<file path="src/rtl/mux_arb_nto1_reg_pkg.sv">
// Shared definitions for the N:1 registered select/arbitration mux:
// mode encodings and an elaboration-time log2 helper.
package mux_arb_nto1_reg_pkg;

    localparam logic MODE_DIRECT = 1'b0;
    localparam logic MODE_RR     = 1'b1;

    // Smallest r with 2**r >= value; used to validate the select width.
    function automatic int clog2(input int value);
        int r;
        r = 0;
        for (int i = 0; i < 31; i++) begin
            if ((1 << i) < value) begin
                r = i + 1;
            end
        end
        return r;
    endfunction

endpackage

</file>
<file path="src/rtl/mux_arb_nto1_reg_rr_arbiter_n.sv">
// Round-robin arbiter: first asserted request at or after ptr, ascending
// with wrap at N-1 -> 0. Grant outputs are suppressed while en is low.
module rr_arbiter_n
    import mux_arb_nto1_reg_pkg::*;
#(
    parameter int N     = 4,
    parameter int SEL_W = 2
) (
    input  logic [N-1:0]     req,
    input  logic [SEL_W-1:0] ptr,
    input  logic             en,
    output logic [N-1:0]     grant,
    output logic [SEL_W-1:0] grant_idx,
    output logic             any_grant
);

    int idx;

    // ptr is always kept below N by the owner, so one subtraction wraps.
    always_comb begin
        grant     = '0;
        grant_idx = '0;
        any_grant = 1'b0;
        idx       = 0;
        for (int k = 0; k < N; k++) begin
            idx = int'(ptr) + k;
            if (idx >= N) begin
                idx = idx - N;
            end
            if (!any_grant && req[idx]) begin
                any_grant   = 1'b1;
                grant_idx   = SEL_W'(idx);
                grant[idx]  = 1'b1;
            end
        end
        if (!en) begin
            grant     = '0;
            any_grant = 1'b0;
        end
    end

endmodule

</file>
<file path="src/rtl/mux_arb_nto1_reg.sv">
// Parametrised N:1 mux with directed or round-robin source selection and a
// single full-throughput output register behind a valid/ready handshake.
module mux_arb_nto1_reg
    import mux_arb_nto1_reg_pkg::*;
#(
    parameter int WIDTH = 5,
    parameter int N     = 4,
    parameter int SEL_W = 2
) (
    input  logic               Clk,
    input  logic               Reset,
    input  logic [N*WIDTH-1:0] in_data,
    input  logic [N-1:0]       in_valid,
    output logic [N-1:0]       in_ready,
    input  logic [SEL_W-1:0]   select,
    input  logic               mode,
    output logic [WIDTH-1:0]   out_data,
    output logic [SEL_W-1:0]   out_src,
    output logic               out_valid,
    input  logic               out_ready
);

    if (SEL_W != clog2(N) || N < 2 || N > 16) begin : g_param_check
        $error("mux_arb_nto1_reg: SEL_W must equal clog2(N) and N must be 2..16");
    end

    logic             load;
    logic             xfer;
    logic [N-1:0]     dir_ready;
    logic [N-1:0]     rr_grant;
    logic [SEL_W-1:0] rr_idx;
    logic             rr_any;
    logic [SEL_W-1:0] rr_ptr;
    logic [SEL_W-1:0] src_idx;
    logic [WIDTH-1:0] src_data;

    assign load = !out_valid || out_ready;

    rr_arbiter_n #(
        .N     (N),
        .SEL_W (SEL_W)
    ) u_rr_arbiter (
        .req       (in_valid),
        .ptr       (rr_ptr),
        .en        (load && (mode == MODE_RR) && !Reset),
        .grant     (rr_grant),
        .grant_idx (rr_idx),
        .any_grant (rr_any)
    );

    // An out-of-range select matches no index, so nothing is made ready.
    always_comb begin
        dir_ready = '0;
        for (int i = 0; i < N; i++) begin
            if (SEL_W'(i) == select) begin
                dir_ready[i] = load;
            end
        end
    end

    always_comb begin
        in_ready = '0;
        if (!Reset) begin
            in_ready = (mode == MODE_RR) ? rr_grant : dir_ready;
        end
        xfer    = !Reset && ((mode == MODE_RR) ? rr_any : |(in_valid & dir_ready));
        src_idx = (mode == MODE_RR) ? rr_idx : select;
    end

    always_comb begin
        src_data = '0;
        for (int i = 0; i < N; i++) begin
            if (SEL_W'(i) == src_idx) begin
                src_data = in_data[i*WIDTH +: WIDTH];
            end
        end
    end

    // A load slot either captures a new word or empties the register;
    // out_data/out_src keep their last value when the register empties.
    always_ff @(posedge Clk) begin
        if (Reset) begin
            out_valid <= 1'b0;
            out_data  <= '0;
            out_src   <= '0;
            rr_ptr    <= '0;
        end else if (load) begin
            if (xfer) begin
                out_valid <= 1'b1;
                out_data  <= src_data;
                out_src   <= src_idx;
                if (mode == MODE_RR) begin
                    rr_ptr <= (rr_idx == SEL_W'(N - 1)) ? '0 : rr_idx + 1'b1;
                end
            end else begin
                out_valid <= 1'b0;
            end
        end
    end

endmodule

</file>
<file path="config.mk">
export PLATFORM = sky130hd
export DESIGN_NAME = mux_arb_nto1_reg
export DESIGN_NICKNAME = d
export VERILOG_FILES = /design/src/rtl/mux_arb_nto1_reg_pkg.sv /design/src/rtl/mux_arb_nto1_reg_rr_arbiter_n.sv /design/src/rtl/mux_arb_nto1_reg.sv
export SDC_FILE = /design/constraint.sdc
export NUM_CORES = 1
export LEC_CHECK = 0
export ABC_AREA = 1
export CAP_MARGIN = 0
export CORE_ASPECT_RATIO = 0.7
export CORE_MARGIN = 10
export CORE_UTILIZATION = 49
export DETAILED_ROUTE_END_ITERATION = 6
export GPL_TIMING_DRIVEN = 0
export PLACE_DENSITY = 0.95
export SLEW_MARGIN = 40
export SYNTH_ARGS = -nofsm -noshare
export SYNTH_HDL_FRONTEND = slang
export SYNTH_HIERARCHICAL = 1
export SYNTH_SLANG_ARGS = --single-unit
</file>
<file path="constraint.sdc">
create_clock -name Clk -period 5 [get_ports Clk]
set_clock_uncertainty 0.05 [all_clocks]
set_input_delay 0.5 -clock Clk [delete_from_list [all_inputs] [get_ports Clk]]
set_output_delay 0.5 -clock Clk [all_outputs]
set_load 0.01 [all_outputs]
</file>
==> Word-level counts from Yosys, hierarchy flattened <==
Cells that the tools add are included.
{ "totals": {"register_bits": 10, "latchBits": 0, "ramBits": 0, "romBits": 0, "input_bits": 30, "out_inout_bits": 12, "word_cells": 108, "memories": 0} }
{ "op_classes": {"add_sub_neg": 8, "multipliers": 0, "n_div": 0, "order_cmp": 12, "eq_ne": 7, "n_shift": 0, "n_mux": 52, "n_bitwise": 4, "n_reduce_logical": 21} }
{ "ops": {"columns": ["op", "count"], "rows": [
  ["$ge 32x1->1 const B", 4],
  ["$lt 32x4->1 const B", 4],
  ["$mux 32", 4],
  ["$ge 32x4->1 const B", 3],
  ["$sub 32x4->32 const B", 3],
  ["$mux 4", 7],
  ["$mux 1", 23],
  ["$mux 5", 4],
  ["$mux 2", 6],
  ["$or 4x4->4", 3],
  ["$logic_and 1x1->1", 10],
  ["$bmux 1 s2", 4],
  ["$demux 1 s2", 4],
  ["$eq 2x2->1 const A", 4],
  ["$add 2x2->3 const B", 2],
  ["$logic_not 1->1", 5],
  ["$and 4x4->4", 1],
  ["$eq 1x2->1 const A", 2],
  ["$logic_not 2->1", 2],
  ["$reduce_or 4->1", 1],
  ["$sub 2x3->4 const B", 1],
  ["$add 2x1->3 const B", 1],
  ["$ge 2x3->1 const B", 1],
  ["$reduce_and 3->1", 1],
  ["4 further kinds", 4]
]} }

==> Longest topological paths before layout <==
Gate-level depths: netlist (run 1).
{ "depth": {"word_depth": 21, "mapped_depth": 18, "ltp_nobuf": 18} }

==> By module <==
Netlist (run 1), hierarchy kept.
{ "modules_own_cells": {"columns": ["module", "n_inst", "cells_per_inst", "area_per_inst_um2", "seq_area_each_um2"], "rows": [
  ["mux_arb_nto1_reg", 1, 135, 779.5, 200.2],
  ["rr_arbiter_n", 1, 84, 449.2, 0.0]
]} }

==> Least setup slack after synthesis (run 1) <==
No wires, ideal clock.
{ "synth_timing": {"kind": "flip-flop to output port", "startpoint": "register rr_ptr[0]", "endpoint": "output in_ready[0]", "t_arrival_ns": 1.839, "required_ns": 4.450, "setup_slack_ns": 2.611, "path_stages_with_launch": 13, "path_buffers": 0, "cell_sequence": "dfxtp_1 inv_2 ha_1 inv_1 nand3_1 nand2_1 nor2_2 a21oi_1 nand3_1 nand2_1 inv_1 o21ai_0 a21oi_1"} }
{ "synth_via": {"elab_chain_cells": 18, "word_cells_on_any_way": 66, "cone_classes": "add/sub (7); order compare (12); mux (34); bitwise (3); reduce/logical (10)"} }
{ "synth_rtl": {"columns": ["element", "line", "source"], "rows": [
  ["start, declared", "mux_arb_nto1_reg.sv:33", "logic [SEL_W-1:0] rr_ptr;"],
  ["start signal, assigned", "mux_arb_nto1_reg.sv:93", "rr_ptr <= (rr_idx == SEL_W'(N - 1)) ? '0 : rr_idx + 1'b1;"],
  ["parallel branches: the longest is 14 deep, another holds $sub 32x4->32", null, null],
  ["$mux 4 *", "mux_arb_nto1_reg_rr_arbiter_n.sv:30", "if (!any_grant && req[idx]) begin"],
  ["$mux 4 *", "mux_arb_nto1_reg_rr_arbiter_n.sv:36", "if (!en) begin"],
  ["net rr_grant[0]", "mux_arb_nto1_reg.sv:30", "logic [N-1:0] rr_grant;"],
  ["$mux 4 *", "mux_arb_nto1_reg.sv:64", "in_ready = (mode == MODE_RR) ? rr_grant : dir_ready;"],
  ["$mux 4 *", "mux_arb_nto1_reg.sv:63", "if (!Reset) begin"],
  ["end, declared", "mux_arb_nto1_reg.sv:14", "output logic [N-1:0] in_ready,"]
]} }
Mark *: on every way through the listed nets, which the timed path passes. The select of a mux whose other input is x is not followed.

==> Final worst setup path (run 1) <==
{ "layout_timing": {"startpoint": "register rr_ptr[0]", "endpoint": "output in_ready[1]"} }
Same word-level chain as after synthesis.

==> key figures, run 1 <==
Setup path
  – Worst Setup Start Kind: flip-flop
  – FF-to-FF Start: rr_ptr[0]
  – Critical-path maximum fanout: 10
  – Worst setup path start: rr_ptr[0]
  – Max incr delay on CP: 0.56 ns
  – Worst setup EP type: output port
  – CP Cell Sequence: inv_2, ha_1, inv_1, nand3_1, nand2_1, nor2_2, a21oi_1, nand3_1, nand2_1, inv_1, o21ai_0, a21oi_1, clkdlybuf4s50_1
  – Setup CP Type: reg2out
  – Worst path required time: 4.45 ns
  – CP max stage cell: clkdlybuf4s50_1
  – CP arrival: 3.00 ns

Floorplan
  – Die W: 79.9 µm
  – Initial Utilization: 0.507
  – Rows: 15
  – Full die area: 4940 µm²
  – Die Span Y: 61.9 µm
  – Core Footprint: 2420 µm²
  – Num ports: 42

GRT
  – Total global-route track usage: 0.137
  – Gr ovfl total: 0
  – Largest net degree at the start of global routing: 11
  – First-pass GRT wire length: 5.51 mm
  – Vias in the first global route: 1225
  – Initial antenna violation count: 0

Clocking
  – Clk Latency, worst-skew pair: 0.27 ns
  – Number of H-tree levels: 1
  – Clock slew at reported path FFs: 0.07 ns
  – Cts hold-fix bufs: 0
  – Post-cts gate resize count: 0
  – Clk buf depth: 2
  – Total setup buffers inserted after CTS: 0
  – Root Buffer: clkbuf_4
  – CTS buffer count: 3
  – CTS tree: done
  – CTS Sinks: 10

Finish
  – Register Area: 200 µm²
  – Fillers: 200
  – Commonest non-fill, non-tap cell in the layout: nand2_1
  – N_diodes: 0
  – Multi-input gate area: 867 µm²
  – Final net count: 300
  – Share of layout cells above drive strength 1: 0.110
  – Post-layout util: 0.710
  – Area Overhead vs Synth: 39.8%
  – Commonest non-fill, non-tap cells in the layout: 78 x nand2_1, 41 x clkdlybuf4s50_1, 29 x inv_1

Logic synthesis
  – Syn_area_per_cell: 5.61 µm²
  – Synth cell types: 22
  – Yosys reg bits: 10
  – Top cell type's share of synthesized area: 0.238
  – Synth Net Count: 254
  – Seq/Total Area, Yosys: 0.163
  – Post-Syn Area: 1230 µm²
  – Area contributors post-synth: nand2_1 24%, dfxtp_1 16%, inv_1 8.9%, nor2_1 6.7%, nand4_1 6.6%
  – Yosys warns: 6
  – Yosys top cell by area: nand2_1
  – Post-Synthesis Cells: 219

Placed design
  – Port Buffers: 41
  – Hpwl dp: 2.97 mm
  – Routability Congestion: 0.899

Timing
  – Tcrit/Tclk final: 0.711
  – Hold Violations, Final: 0
  – Setup violations, final: 0
  – Setup TNS: 0 ns
  – Slew Limit Fails: 0
  – RSZ-0062 raised after global routing: no
  – Crit path time final: 3.55 ns
  – Worst-Margin Slew: 0.474 ns
  – Max-slew headroom: 0.683
  – F_max: 0.281 GHz

Drt
  – Vias: 1525
  – Post-route ant nets: 0
  – Pre-antenna DRT Iters: 5
  – Initial DRC Count: 138
  – Final WL: 3.69 mm
  – Routed vias/inst: 5.12
  – Avg WL per Cell: 12.4 µm
  – DR DRC count: 0

Run status
  – Outcome: finished clean

Pwr
  – Worst VDD drop: 0.114 mV
  – Pleak: 0.842 nW
  – Power per cell area: 189 nW/µm²

Min path
  – Hold Crit Start: out_src[0]
  – Worst min-delay path class: reg2reg

Flow run
  – Max-cap violations: 0
[logic make-up (layout without fill, tap and decap cells)]
family,count (synthesis),after routing,share of synthesized area
AND/OR/NAND/NOR,146,146,0.551
buffers and inverters,36,81,0.131
flip-flops,10,10,0.163
AO/OA/AOI/OAI,22,22,0.104
adder cells (fa/ha/maj),5,5,0.0509
[metrics by stage]
step                      instances  instance area, µm²  hold WS (ns)  total power [W]  setup slack, ns
after detailed placement        294                1680         0.448         0.000250             1.81
after global routing            298                1720         0.494         0.000346             1.19
final                           298                1720         0.462         0.000324             1.45
after global placement          294                1680         0.448         0.000247             1.81
after floorplan                 219                1230         0.460         0.000190             2.61
after CTS                       298                1720         0.461         0.000325             1.51
[per-layer routing]
| metal | vias to the layer above | wire length, µm | global-route usage |
|---|---|---|---|
| met5 | - | 0 | 0 |
| met1 | 680 | 1680 | 0.174 |
| li1 | 790 | - | - |
| met4 | 0 | 27 | 0.0400 |
| met3 | 2 | 285 | 0.0388 |
| met2 | 53 | 1700 | 0.221 |
[final cells by class]
cell class,instances,area share
inverters,32,0.0699
well taps,34,0.0248
multi-input cells,173,0.505
plain buffers,4,0.0240
repair buffers,41,0.239
clock buffers,4,0.0211
flip-flops and latches,10,0.117
[registers in the layout, summed over array words and instances (netlist names)]
signal and cells:
out_src 2, out_valid 1, out_data 5, rr_ptr 2
[worst paths after layout]
kind / slack (ns) / end / cells past startpoint
max: 1.45 / in_ready[1] / 13
min: 0.46 / out_src[0] / 4
max reg2reg: 2.14 / out_data[3] / 17
min reg2reg: 0.46 / out_src[0] / 4
[Yosys cell counts]
cell / count
a21boi_0: 4
a21oi_1: 10
buf_4: 1
buf_6: 3
dfxtp_1: 10
ha_1: 5
inv_1: 29
inv_2: 3
nand2_1: 78
nand2_2: 6
nand2_4: 1
nand3_1: 16
nand3_2: 3
nand4_1: 13
nor2_1: 22
nor2_2: 4
nor2_4: 1
nor2_8: 1
nor3_1: 1
o21ai_0: 5
o21ai_1: 1
o21ai_2: 2
[report_power, final]
part,total (W),leakage [nW],internal [W],switching (W)
Sequential,0.0000907,0.0821,0.0000862,0.00000453
Clock,0.0000730,0.0210,0.0000442,0.0000287
Combinational,0.000160,0.739,0.0000705,0.0000899
[worst max-delay path: cells and delay by family, from the launching register on]
family,cells,cell delay (ns)
AND/OR/NAND/NOR,5,0.53
flip-flops,1,0.55
buffers and inverters,4,0.89
AO/OA/AOI/OAI,3,0.34
adder cells (fa/ha/maj),1,0.41
Note: power is estimated with default switching activity, not from simulation.
==> run 2: changes to the inputs <==
--- a/config.mk
+++ b/config.mk
@@ -9,10 +9,10 @@
 export CAP_MARGIN = 0
 export CORE_ASPECT_RATIO = 0.7
 export CORE_MARGIN = 10
-export CORE_UTILIZATION = 49
+export CORE_UTILIZATION = 46
 export DETAILED_ROUTE_END_ITERATION = 6
 export GPL_TIMING_DRIVEN = 0
-export PLACE_DENSITY = 0.95
+export PLACE_DENSITY = 0.92
 export SLEW_MARGIN = 40
 export SYNTH_ARGS = -nofsm -noshare
 export SYNTH_HDL_FRONTEND = slang
==> constraint.sdc (replaced) <==
create_clock -name Clk -period 3.7 [get_ports Clk]
set_clock_uncertainty 0.05 [all_clocks]
set_input_delay 0.37 -clock Clk [delete_from_list [all_inputs] [get_ports Clk]]
set_output_delay 0.37 -clock Clk [all_outputs]
set_load 0.01 [all_outputs]
==> run 2 against run 1 <==
Net effect: combinational power up 37%; highest routed layer unchanged; global-route usage up 1.3 points; critical endpoint is now in_ready[2]; first-iteration DRC count up 28%.
==> key figures, run 2 (synthesized netlist as in run 1, its figures left out) <==
Setup path
  – Critical-path maximum fanout: 10 (unchanged)
  – CP arrival: 3.02 ns (+0.02 ns)
  – CP Cell Sequence: inv_2, ha_1, inv_1, nand3_1, nand2_1, nor2_2, a21oi_1, nand3_1, nand2_1, inv_1, o21ai_0, a21oi_1, clkdlybuf4s50_1
  – Worst setup path start: rr_ptr[0]
  – Max incr delay on CP: 0.56 ns (about the same)
  – Worst setup EP type: output port
  – Delay-heaviest family, CP: buffers and inverters
  – Worst Path Buf+Inv: 4 (unchanged)
  – FF-to-FF Start: rr_ptr[0]
  – Worst path required time: 3.28 ns (-1.17 ns)
  – Worst Setup Start Kind: flip-flop
  – CP max stage cell: clkdlybuf4s50_1
  – Setup CP Type: reg2out

Clocking
  – CTS buffer count: 3 (unchanged)
  – Post-cts gate resize count: 0 (unchanged)
  – Root Buffer: clkbuf_8
  – Cts hold-fix bufs: 0 (unchanged)
  – Total setup buffers inserted after CTS: 0 (unchanged)
  – Clk Latency, worst-skew pair: 0.24 ns (-0.03 ns)
  – CTS tree: done
  – CTS Sinks: 10 (unchanged)
  – Clock slew at reported path FFs: 0.05 ns (-0.02 ns)
  – Number of H-tree levels: 1 (unchanged)
  – Clk buf depth: 2 (unchanged)

Flow run
  – Max-cap violations: 0 (unchanged)

Timing
  – Tcrit/Tclk final: 0.930
  – Worst-Margin Slew: 0.517 ns (+0.0430 ns)
  – Final WS setup: 0.259 ns (-1.19 ns)
  – Max-slew headroom: 0.654 (-0.0288)
  – Setup violations, final: 0 (unchanged)
  – F_max: 0.291 GHz
  – Hold Violations, Final: 0 (unchanged)
  – RSZ-0062 raised after global routing: no
  – Slew Limit Fails: 0 (unchanged)
  – Setup TNS: 0 ns (unchanged)
  – Crit path time final: 3.44 ns

Finish
  – Commonest non-fill, non-tap cells in the layout: 78 x nand2_1, 41 x clkdlybuf4s50_1, 29 x inv_1
  – Share of layout cells above drive strength 1: 0.110 (unchanged)
  – Commonest non-fill, non-tap cell in the layout: nand2_1
  – Largest registers: out_data (5), out_src (2), rr_ptr (2)
  – Final net count: 300 (unchanged)
  – Biggest register: out_data
  – N_diodes: 0 (unchanged)
  – Max reg flops: 5 (unchanged)
  – Area Overhead vs Synth: 41.3%

Floorplan
  – Die Span Y: 63.2 µm (+2.2%)
  – Rows: 15 (unchanged)
  – Die W: 81.8 µm (+2.4%)
  – Core Footprint: 2510 µm² (+3.9%)
  – Initial Utilization: 0.489 (-0.0189)
  – Full die area: 5170 µm² (+4.6%)
  – Num ports: 42 (unchanged)

Pwr
  – Worst VDD drop: 0.147 mV (+29%)
  – Power per cell area: 277 nW/µm² (+47%)
  – Pleak: 0.850 nW (+0.92%)

Drt
  – DR WL met3: 395 µm (+39%)
  – Met2 wire length: 1.78 mm (+4.6%)
  – Max layer used: met4
  – Pre-antenna DRT Iters: 5 (unchanged)
  – DR DRC count: 0 (unchanged)
  – Final WL: 3.91 mm (+5.9%)
  – WL met1: 1.72 mm (+2.3%)
  – Vias: 1547 (+1.4%)
  – Initial DRC Count: 176 (+28%)
  – Post-route ant nets: 0 (unchanged)
  – Routed vias/inst: 5.19 (+1.4%)
  – Avg WL per Cell: 13.1 µm (+5.9%)

Placed design
  – Hpwl dp: 3.14 mm (+5.7%)
  – DP Worst Slack: 0.618 ns (-1.19 ns)
  – Routability Congestion: 0.851 (-5.3%)
  – Port Buffers: 41 (unchanged)

GRT
  – Vias in the first global route: 1333 (+8.8%)
  – Gr ovfl total: 0 (unchanged)
  – Initial antenna violation count: 0 (unchanged)
  – Largest net degree at the start of global routing: 11 (unchanged)
  – Total global-route track usage: 0.150 (+0.0132)
  – First-pass GRT wire length: 6.36 mm (+16%)

Run status
  – Outcome: finished clean

Min path
  – Hold Crit Start: out_src[1]
  – Worst min-delay path class: reg2reg
[run 2: per-stage QoR]
stage	std cells	total power, W	hold slack (ns)	instance area [µm²]	util
3_5_place_dp	294	0.000340	0.458	1680	0.669
4_1_cts	298	0.000480	0.468	1740	0.691
3_3_place_gp	294	0.000334	0.448	1680	0.669
6_report	298	0.000481	0.468	1740	0.691
2_1_floorplan	219	0.000257	0.389	1230	-
5_1_grt	298	0.000512	0.493	1740	0.691
[run 2: cell type report]
| type | instances | area, µm² |
|---|---|---|
| buffer | 4 | 41.3 |
| clock buffer | 4 | 55.1 |
| fill | 214 | 778 |
| inverter | 32 | 120 |
| multi-input combinational | 173 | 867 |
| sequential | 10 | 200 |
| tap | 34 | 42.5 |
| timing repair buffer | 41 | 410 |
[run 2: worst paths after layout]
| kind | to | slack [ns] | depth (start not counted) |
|---|---|---|---|
| worst min-delay path | out_src[1] | 0.47 | 4 |
| worst max register to register | out_data[0] | 0.70 | 17 |
| worst max-delay path | in_ready[2] | 0.26 | 13 |
| worst min register to register | out_src[1] | 0.47 | 4 |
[run 2: worst reg2reg max path, cell delays in order (launching register included)]
cell     delay (ns)
dfxtp_1        0.55
inv_2          0.16
ha_1           0.39
inv_1          0.14
nand2_1        0.08
nand2_2        0.11
nor2_8         0.06
nand2_2        0.07
nor2_2         0.04
nand2_1        0.05
nand4_1        0.18
nand2_1        0.13
o21ai_0        0.15
nor2_1         0.38
nand2_1        0.13
nand4_1        0.13
nor2_1         0.05
nor2_1         0.08
[run 2: layer usage]
metal,vias to the layer above,global-route usage
li1,786,-
met1,689,0.196
met2,70,0.232
met3,2,0.0453
met4,0,0.0318
met5,-,0
[run 2: report_power, final]
| group | internal [W] | total [W] | switching [W] |
|---|---|---|---|
| combinational | 0.0000951 | 0.000220 | 0.000124 |
| clock | 0.0000937 | 0.000139 | 0.0000449 |
| sequential | 0.000117 | 0.000123 | 0.00000627 |
| total | 0.000306 | 0.000481 | 0.000176 |
